$ cat src/rtl/unified_mem_arbiter_pkg.sv
// Shared types and defaults for the unified memory arbiter.
// Line/address widths, starvation limit and FSM state encoding.
package unified_mem_arbiter_pkg;

  localparam int DEF_ADDR_W   = 14;
  localparam int DEF_LINE_W   = 64;
  localparam int DEF_STARVE_N = 2;

  typedef enum logic [2:0] {
    ST_IDLE = 3'd0,
    ST_I_RD = 3'd1,
    ST_D_RD = 3'd2,
    ST_D_WR = 3'd3,
    ST_RESP = 3'd4
  } arb_state_e;

endpackage

$ cat src/rtl/unified_mem_arbiter.sv
// Serialises I-fill, D-fill and D-evict onto one memory handshake.
// Ports: i_* I-cache, d_* D-cache, mem_* main memory, idle to hierarchy.
module unified_mem_arbiter
  import unified_mem_arbiter_pkg::*;
#(
  parameter int ADDR_W   = DEF_ADDR_W,
  parameter int LINE_W   = DEF_LINE_W,
  parameter int STARVE_N = DEF_STARVE_N
) (
  input  logic              clk,
  input  logic              rst_n,
  input  logic              i_req,
  input  logic [ADDR_W-1:0] i_addr,
  output logic              i_rdy,
  output logic [LINE_W-1:0] i_rdata,
  input  logic              d_req,
  input  logic              d_we,
  input  logic [ADDR_W-1:0] d_addr,
  input  logic [LINE_W-1:0] d_wdata,
  output logic              d_rdy,
  output logic [LINE_W-1:0] d_rdata,
  output logic              mem_re,
  output logic              mem_we,
  output logic [ADDR_W-1:0] mem_addr,
  output logic [LINE_W-1:0] mem_wdata,
  input  logic [LINE_W-1:0] mem_rdata,
  input  logic              mem_rdy,
  output logic              idle
);

  localparam int SC_W = $clog2(STARVE_N + 1);
  localparam logic [SC_W-1:0] STARVE_MAX = SC_W'(STARVE_N);

  arb_state_e        state_q;
  logic [SC_W-1:0]   starve_q;
  logic [SC_W-1:0]   starve_d;
  logic              mem_re_q;
  logic              mem_we_q;
  logic              i_rdy_q;
  logic              d_rdy_q;
  logic [ADDR_W-1:0] mem_addr_q;
  logic [LINE_W-1:0] mem_wdata_q;
  logic [LINE_W-1:0] i_rdata_q;
  logic [LINE_W-1:0] d_rdata_q;
  logic              d_win;

  // D wins ties until it has taken STARVE_N grants in a row
  // over a waiting I request.
  assign d_win = d_req & ((starve_q < STARVE_MAX) | ~i_req);

  always_comb begin
    starve_d = '0;
    if (i_req) begin
      starve_d = (starve_q == STARVE_MAX) ?
                 starve_q : starve_q + 1'b1;
    end
  end

  always_ff @(posedge clk or negedge rst_n) begin
    if (!rst_n) begin
      state_q     <= ST_IDLE;
      starve_q    <= '0;
      mem_re_q    <= 1'b0;
      mem_we_q    <= 1'b0;
      i_rdy_q     <= 1'b0;
      d_rdy_q     <= 1'b0;
      mem_addr_q  <= '0;
      mem_wdata_q <= '0;
      i_rdata_q   <= '0;
      d_rdata_q   <= '0;
    end else begin
      i_rdy_q <= 1'b0;
      d_rdy_q <= 1'b0;
      unique case (state_q)
        ST_IDLE: begin
          if (d_win) begin
            starve_q   <= starve_d;
            mem_addr_q <= d_addr;
            if (d_we) begin
              mem_wdata_q <= d_wdata;
              mem_we_q    <= 1'b1;
              state_q     <= ST_D_WR;
            end else begin
              mem_re_q <= 1'b1;
              state_q  <= ST_D_RD;
            end
          end else if (i_req) begin
            starve_q   <= '0;
            mem_addr_q <= i_addr;
            mem_re_q   <= 1'b1;
            state_q    <= ST_I_RD;
          end
        end
        ST_I_RD: begin
          if (mem_rdy) begin
            i_rdata_q <= mem_rdata;
            mem_re_q  <= 1'b0;
            i_rdy_q   <= 1'b1;
            state_q   <= ST_RESP;
          end
        end
        ST_D_RD: begin
          if (mem_rdy) begin
            d_rdata_q <= mem_rdata;
            mem_re_q  <= 1'b0;
            d_rdy_q   <= 1'b1;
            state_q   <= ST_RESP;
          end
        end
        ST_D_WR: begin
          if (mem_rdy) begin
            mem_we_q <= 1'b0;
            d_rdy_q  <= 1'b1;
            state_q  <= ST_RESP;
          end
        end
        ST_RESP: state_q <= ST_IDLE;
        default: state_q <= ST_IDLE;
      endcase
    end
  end

  assign i_rdy     = i_rdy_q;
  assign d_rdy     = d_rdy_q;
  assign i_rdata   = i_rdata_q;
  assign d_rdata   = d_rdata_q;
  assign mem_re    = mem_re_q;
  assign mem_we    = mem_we_q;
  assign mem_addr  = mem_addr_q;
  assign mem_wdata = mem_wdata_q;
  assign idle      = (state_q == ST_IDLE) & ~i_req & ~d_req;

endmodule

$ cat config.mk
export PLATFORM = sky130hd
export DESIGN_NAME = unified_mem_arbiter
export DESIGN_NICKNAME = d
export VERILOG_FILES = /design/src/rtl/unified_mem_arbiter_pkg.sv /design/src/rtl/unified_mem_arbiter.sv
export SDC_FILE = /design/constraint.sdc
export NUM_CORES = 1
export LEC_CHECK = 0
export ABC_AREA = 1
export BUFFER_PORTS_ARGS = -buffer_cell sky130_fd_sc_hd__buf_2
export CAP_MARGIN = 30
export CORE_ASPECT_RATIO = 1.4
export CORE_UTILIZATION = 38
export CTS_CLUSTER_DIAMETER = 200
export DETAILED_ROUTE_END_ITERATION = 10
export HOLD_SLACK_MARGIN = 0.03
export PLACE_DENSITY = 0.67
export SYNTH_ARGS = -nofsm -noshare
export SYNTH_HDL_FRONTEND = slang
export SYNTH_SLANG_ARGS = --single-unit
$ cat constraint.sdc
create_clock -name clk -period 1.7 [get_ports clk]
set_input_delay 0.17 -clock clk [delete_from_list [all_inputs] [get_ports clk]]
set_output_delay 0.17 -clock clk [all_outputs]
set_load 0.02 [all_outputs]
## After elaboration in Yosys (flattened, before gate mapping)

Cells that the tools add are included.

- Flip-flop bits (word level): 215
- Output and inout port bits: 211
- Logic and storage cells: 67

- Bitwise gates (word level): 6
- Mux-type cells: 22
- Reductions and logical operators: 15
- $add $sub $neg: 1
- $lt $le $gt $ge: 1
- Equal/unequal tests: 12

Operators with widths:

| operator | count |
|---|---|
| 14-bit 2-to-1 mux | 2 |
| 1-bit 2-to-1 mux | 10 |
| 3-bit 2-to-1 mux | 3 |
| 3-bit inequality test, second input constant | 3 |
| 2-bit 2-to-1 mux | 4 |
| 2-bit AND reduction | 4 |
| 4-bit AND reduction | 2 |
| 3-bit by 2-bit == test with 1-bit output, second input constant | 2 |
| 2-bit inequality test, second input constant | 3 |
| 3-bit case mux with 2 select lines | 1 |
| 3-bit AND reduction | 2 |
| 2-bit nonzero test | 3 |
| 2-bit by 1-bit inequality test with 1-bit output, second input constant | 2 |
| 1-bit case mux with 2 select lines | 2 |
| 2-bit OR reduction | 2 |
| 1-bit bitwise AND | 3 |
| 3-bit by 1-bit == test with 1-bit output, second input constant | 1 |
| 3-bit zero test | 1 |
| 3-bit OR reduction | 1 |
| 2-bit by 1-bit adder with 2-bit output, second input constant | 1 |
| 2-bit == test, second input constant | 1 |
| 2-bit less-than comparator, second input constant | 1 |
| 1-bit inverter | 2 |
| 1-bit bitwise OR | 1 |

## Depth between registers and ports, before layout

- Depth in word-level cells: 5
- Depth in mapped cells: 8
- Gate-level depth less buffers: 8

## Worst setup path before layout

Ideal clock, no wire load.

- Path type: flip-flop to flip-flop
- Start point: register state_q[0]
- End point: register mem_wdata_q[0], in the netlist mem_wdata[0]
- Library setup time: 0.116 ns
- Path slack: 0.392 ns
- Arrival: 1.191 ns
- Stages on the path, launching flop included: 9
- Clock period less this slack: 1.308 ns
- Cell sequence: dfrtp_1 > nor2_4 > nand2_4 > inv_2 > nand2_4 > buf_8 > buf_6 > nand2_1 > nand2_1

- Word-level cells in the longest chain between the ends: 2

Ends and longest elaborated chain:

| what | RTL line | text |
|---|---|---|
| from (decl) | unified_mem_arbiter.sv:34 | `arb_state_e state_q;` |
| from (signal assigned) | unified_mem_arbiter.sv:61 | `state_q <= ST_IDLE;` |
| from (signal assigned) | unified_mem_arbiter.sv:82 | `state_q <= ST_D_WR;` |
| from (signal assigned) | unified_mem_arbiter.sv:85 | `state_q <= ST_D_RD;` |
| 3-bit zero test | unified_mem_arbiter.sv:74 | `unique case (state_q)` |
| 3-bit AND reduction (no line) | -- |  |
| to (signal assigned) | unified_mem_arbiter.sv:80 | `mem_wdata_q <= d_wdata;` |
| to (decl) | unified_mem_arbiter.sv:42 | `logic [LINE_W-1:0] mem_wdata_q;` |

No other way between the ends.
A chain may end at the register's enable or synchronous reset.

## Final worst setup path

- Start point: register state_q[2]
- End point: register mem_wdata_q[13], in the netlist mem_wdata[13]

Same word-level chain as after synthesis.

==> results.ini <==
[run_status]
status = finished, final reports clean

[clock_network]
cts_buffers = 21
tritoncts = yes
clock_sinks = 215
clk_latency_ps = 480
cts.clk_slew.worst_paths_ps = 60
clock_path_buffers = 3
h-tree-depth = 1
cts-root-buf = clkbuf_16

[timing]
skew_ps = 6.61
finalHoldViolations = 0
drv_slew = 0
fin_crit_ps = 1600
period_share_pct = 93.9
worst_slack_ps = 103
max_slew_margin_pct = 62.9
worstMarginPinSlew_ps = 556
setup_violations = 0
fmax_mhz = 626

[placement]
dp.cells = 1529
dp_hpwl_um = 15900
dp_slack_ps = 163
placed_area_um2 = 10600
place.gp.congestion = 0.786
portBuffers = 372

[setup_path]
critPathArrivalTime_ps = 2010
crit_type = reg -> reg
cp.required_ps = 2110
end_kind = register
worst-path-buf-inv = 4
slowest_stage = dfrtp_2
start_kind = register
cp_max_fo = 34
crit_path_cell_trace = nor2_4 -> buf_4 -> nand2_4 -> inv_2 -> nand2_4 -> inv_4 -> buf_12 -> nand2_1 -> nand2_1
critical_path.top_delay_family = buffers and inverters
cpPeakStageDelay_ps = 450

[final_layout]
drive_gt1_share_pct = 30.7
synthToLayoutAreaGrowth_pct = 54.0
stdcell_count = 1723
layout_common_cells = buf_2 (371), nand2_1 (340), dfrtp_1 (213)
final_common_cell = buf_2
stdcell_area_um2 = 12800
nets = 1586
n_antenna_cell = 0
fillers = 1727
final_util_pct = 60.1

[grt]
grt_first_pass_wirelength_um = 39700
grt_usage_pct = 22.2
grt_max_degree = 72
antenna_found_initial = 0
grt_overflow_total = 0
grt_pass1_vias = 8090

[synthesis]
synth_cells = 892
yosysSeqAreaShare_pct = 64.6
yosys_warnings = 0
synth_cell_types = 25
synth_seq_cells = 215
syn_area_per_cell_um2 = 9.34
syn_area_um2 = 8330
syn_nets = 1055

[job]
maxCapViolCount = 0

[die]
die_h_um = 177
die_area_um2 = 22500
die_width_um = 127
start_util_pct = 39.0
num_rows = 63
io_pins = 373
core_area_um2 = 21400

[power_and_ir_drop]
vdd_ir_drop_max_uv = 1270
p_int_uw = 13300
p_sw_share_pct = 41.4
leakage_uw = 0.00707
power.share.sequential_pct = 38.2
p_per_area_nw_per_um2 = 1770
finalPower_uw = 22700
comb_power_share_pct = 42.5
p_switching_uw = 9420
clkPwrFrac_pct = 19.3

[route]
wl_met1_um = 9530
first_pass_iters = 4
drt_wl_total_um = 25500
dr_wl_met3_um = 1750
routed-wl-met2_um = 13000
top_layer = met4
drt_iter0_drc = 365
ant_nets = 0
drc_errors = 0
viasPerCell = 4.61
num_vias = 7935
wl_per_cell_um = 14.8

[worst_hold_path]
hold_class = in -> reg

==> tightest hold or removal path: stages <==
cell and delay, ps:
buf_2 130, nand2_1 60, or2_2 90, o21ai_0 70
==> per-stage QoR <==
step	hold slack (ps)	TNS, ps
floorplan	-126	0
global placement	166	0
global route	100	-65.4
finish	76.3	0
CTS	48.0	0
detailed placement	171	0
==> flip-flops by register name (all words and copies together) (netlist names) <==
register and cells:
d_rdata 64, i_rdata 64, mem_wdata 64, mem_addr 14, state_q 3, starve_q 2
d_rdy 1, i_rdy 1, mem_re 1, mem_we 1
==> synthesized netlist by cell type <==
cell type | number | area [µm²]
a21oi_1 | 1 | 5.00
buf_2 | 18 | 90.1
buf_4 | 9 | 67.6
buf_6 | 7 | 78.8
buf_8 | 1 | 15.0
clkbuf_1 | 10 | 37.5
clkbuf_2 | 1 | 5.00
dfrtp_1 | 215 | 5380
ha_1 | 1 | 12.5
inv_1 | 73 | 274
inv_2 | 4 | 15.0
inv_4 | 1 | 6.26
nand2_1 | 341 | 1280
nand2_2 | 1 | 6.26
nand2_4 | 2 | 22.5
nand3_1 | 7 | 35.0
nand4_1 | 1 | 6.26
nor2_1 | 18 | 67.6
nor2_2 | 1 | 6.26
nor2_4 | 2 | 22.5
nor3_1 | 1 | 5.00
o21ai_0 | 131 | 656
o21ai_1 | 44 | 220
o21ai_2 | 1 | 8.76
or2_2 | 1 | 6.26
==> power by group through the flow <==
stage | Combinational (µW) | Clock, µW | Sequential [µW]
2_1_floorplan | 2910 | 0 | 11400
6_report | 9660 | 4380 | 8690
3_3_place_gp | 9080 | 0 | 8650
3_5_place_dp | 9250 | 0 | 8680
4_1_cts | 9560 | 4530 | 8650
5_1_grt | 10600 | 4710 | 8940
==> layout make-up <==
type                       count  area (µm²)  share of cell area, %
multi-input combinational    553        2390                   18.6
clock inverter                 2        35.0                  0.273
tap                          292         365                   2.85
inverter                      78         295                   2.30
sequential                   215        5380                   42.0
timing repair buffer         554        3760                   29.3
clock buffer                  29         596                   4.64
==> per-layer routing <==
layer	vias up	GRT usage [%]
met1	3668	24.2
met5	-	0
met4	0	11.0
met2	354	40.3
met3	78	4.87
li1	3835	-
==> final timing paths <==
check                      slack, ps                         to              startpoint  depth (start not counted)
setup reg to reg                 100  mem_wdata[13]$_DFFE_PN0P_  state_q[2]$_DFFE_PN0P_                          9
max in group asynchronous        860    i_rdata[30]$_DFFE_PN0P_                   rst_n                          3
min in group asynchronous        200    d_rdata[19]$_DFFE_PN0P_                   rst_n                          2
hold reg to reg                  470         mem_re$_DFFE_PN0P_      mem_re$_DFFE_PN0P_                          2
hold / removal                    80    starve_q[1]$_DFFE_PN0P_                   i_req                          4
setup / recovery                 100  mem_wdata[13]$_DFFE_PN0P_  state_q[2]$_DFFE_PN0P_                          9
==> cell families after synthesis <==
group	after synthesis	synth area share [%]
DFF	215	64.6
adders and majority gates	1	0.150
and+or+nand+nor	375	17.5
buffers and inverters	124	7.08
AOI/OAI and AO/OA	177	10.7
==> timing repair <==
| action | CTS | global route |
|---|---|---|
| resized for setup | 0 | 4 |
| pin swaps | 1 | 1 |
| endpoints found under the hold margin | 250 | 0 |
| setup endpoints to repair | 1 | 4 |
| hold buffers | 160 | 0 |
| setup buffers | 1 | 2 |
(Power assumes the default switching activity.)
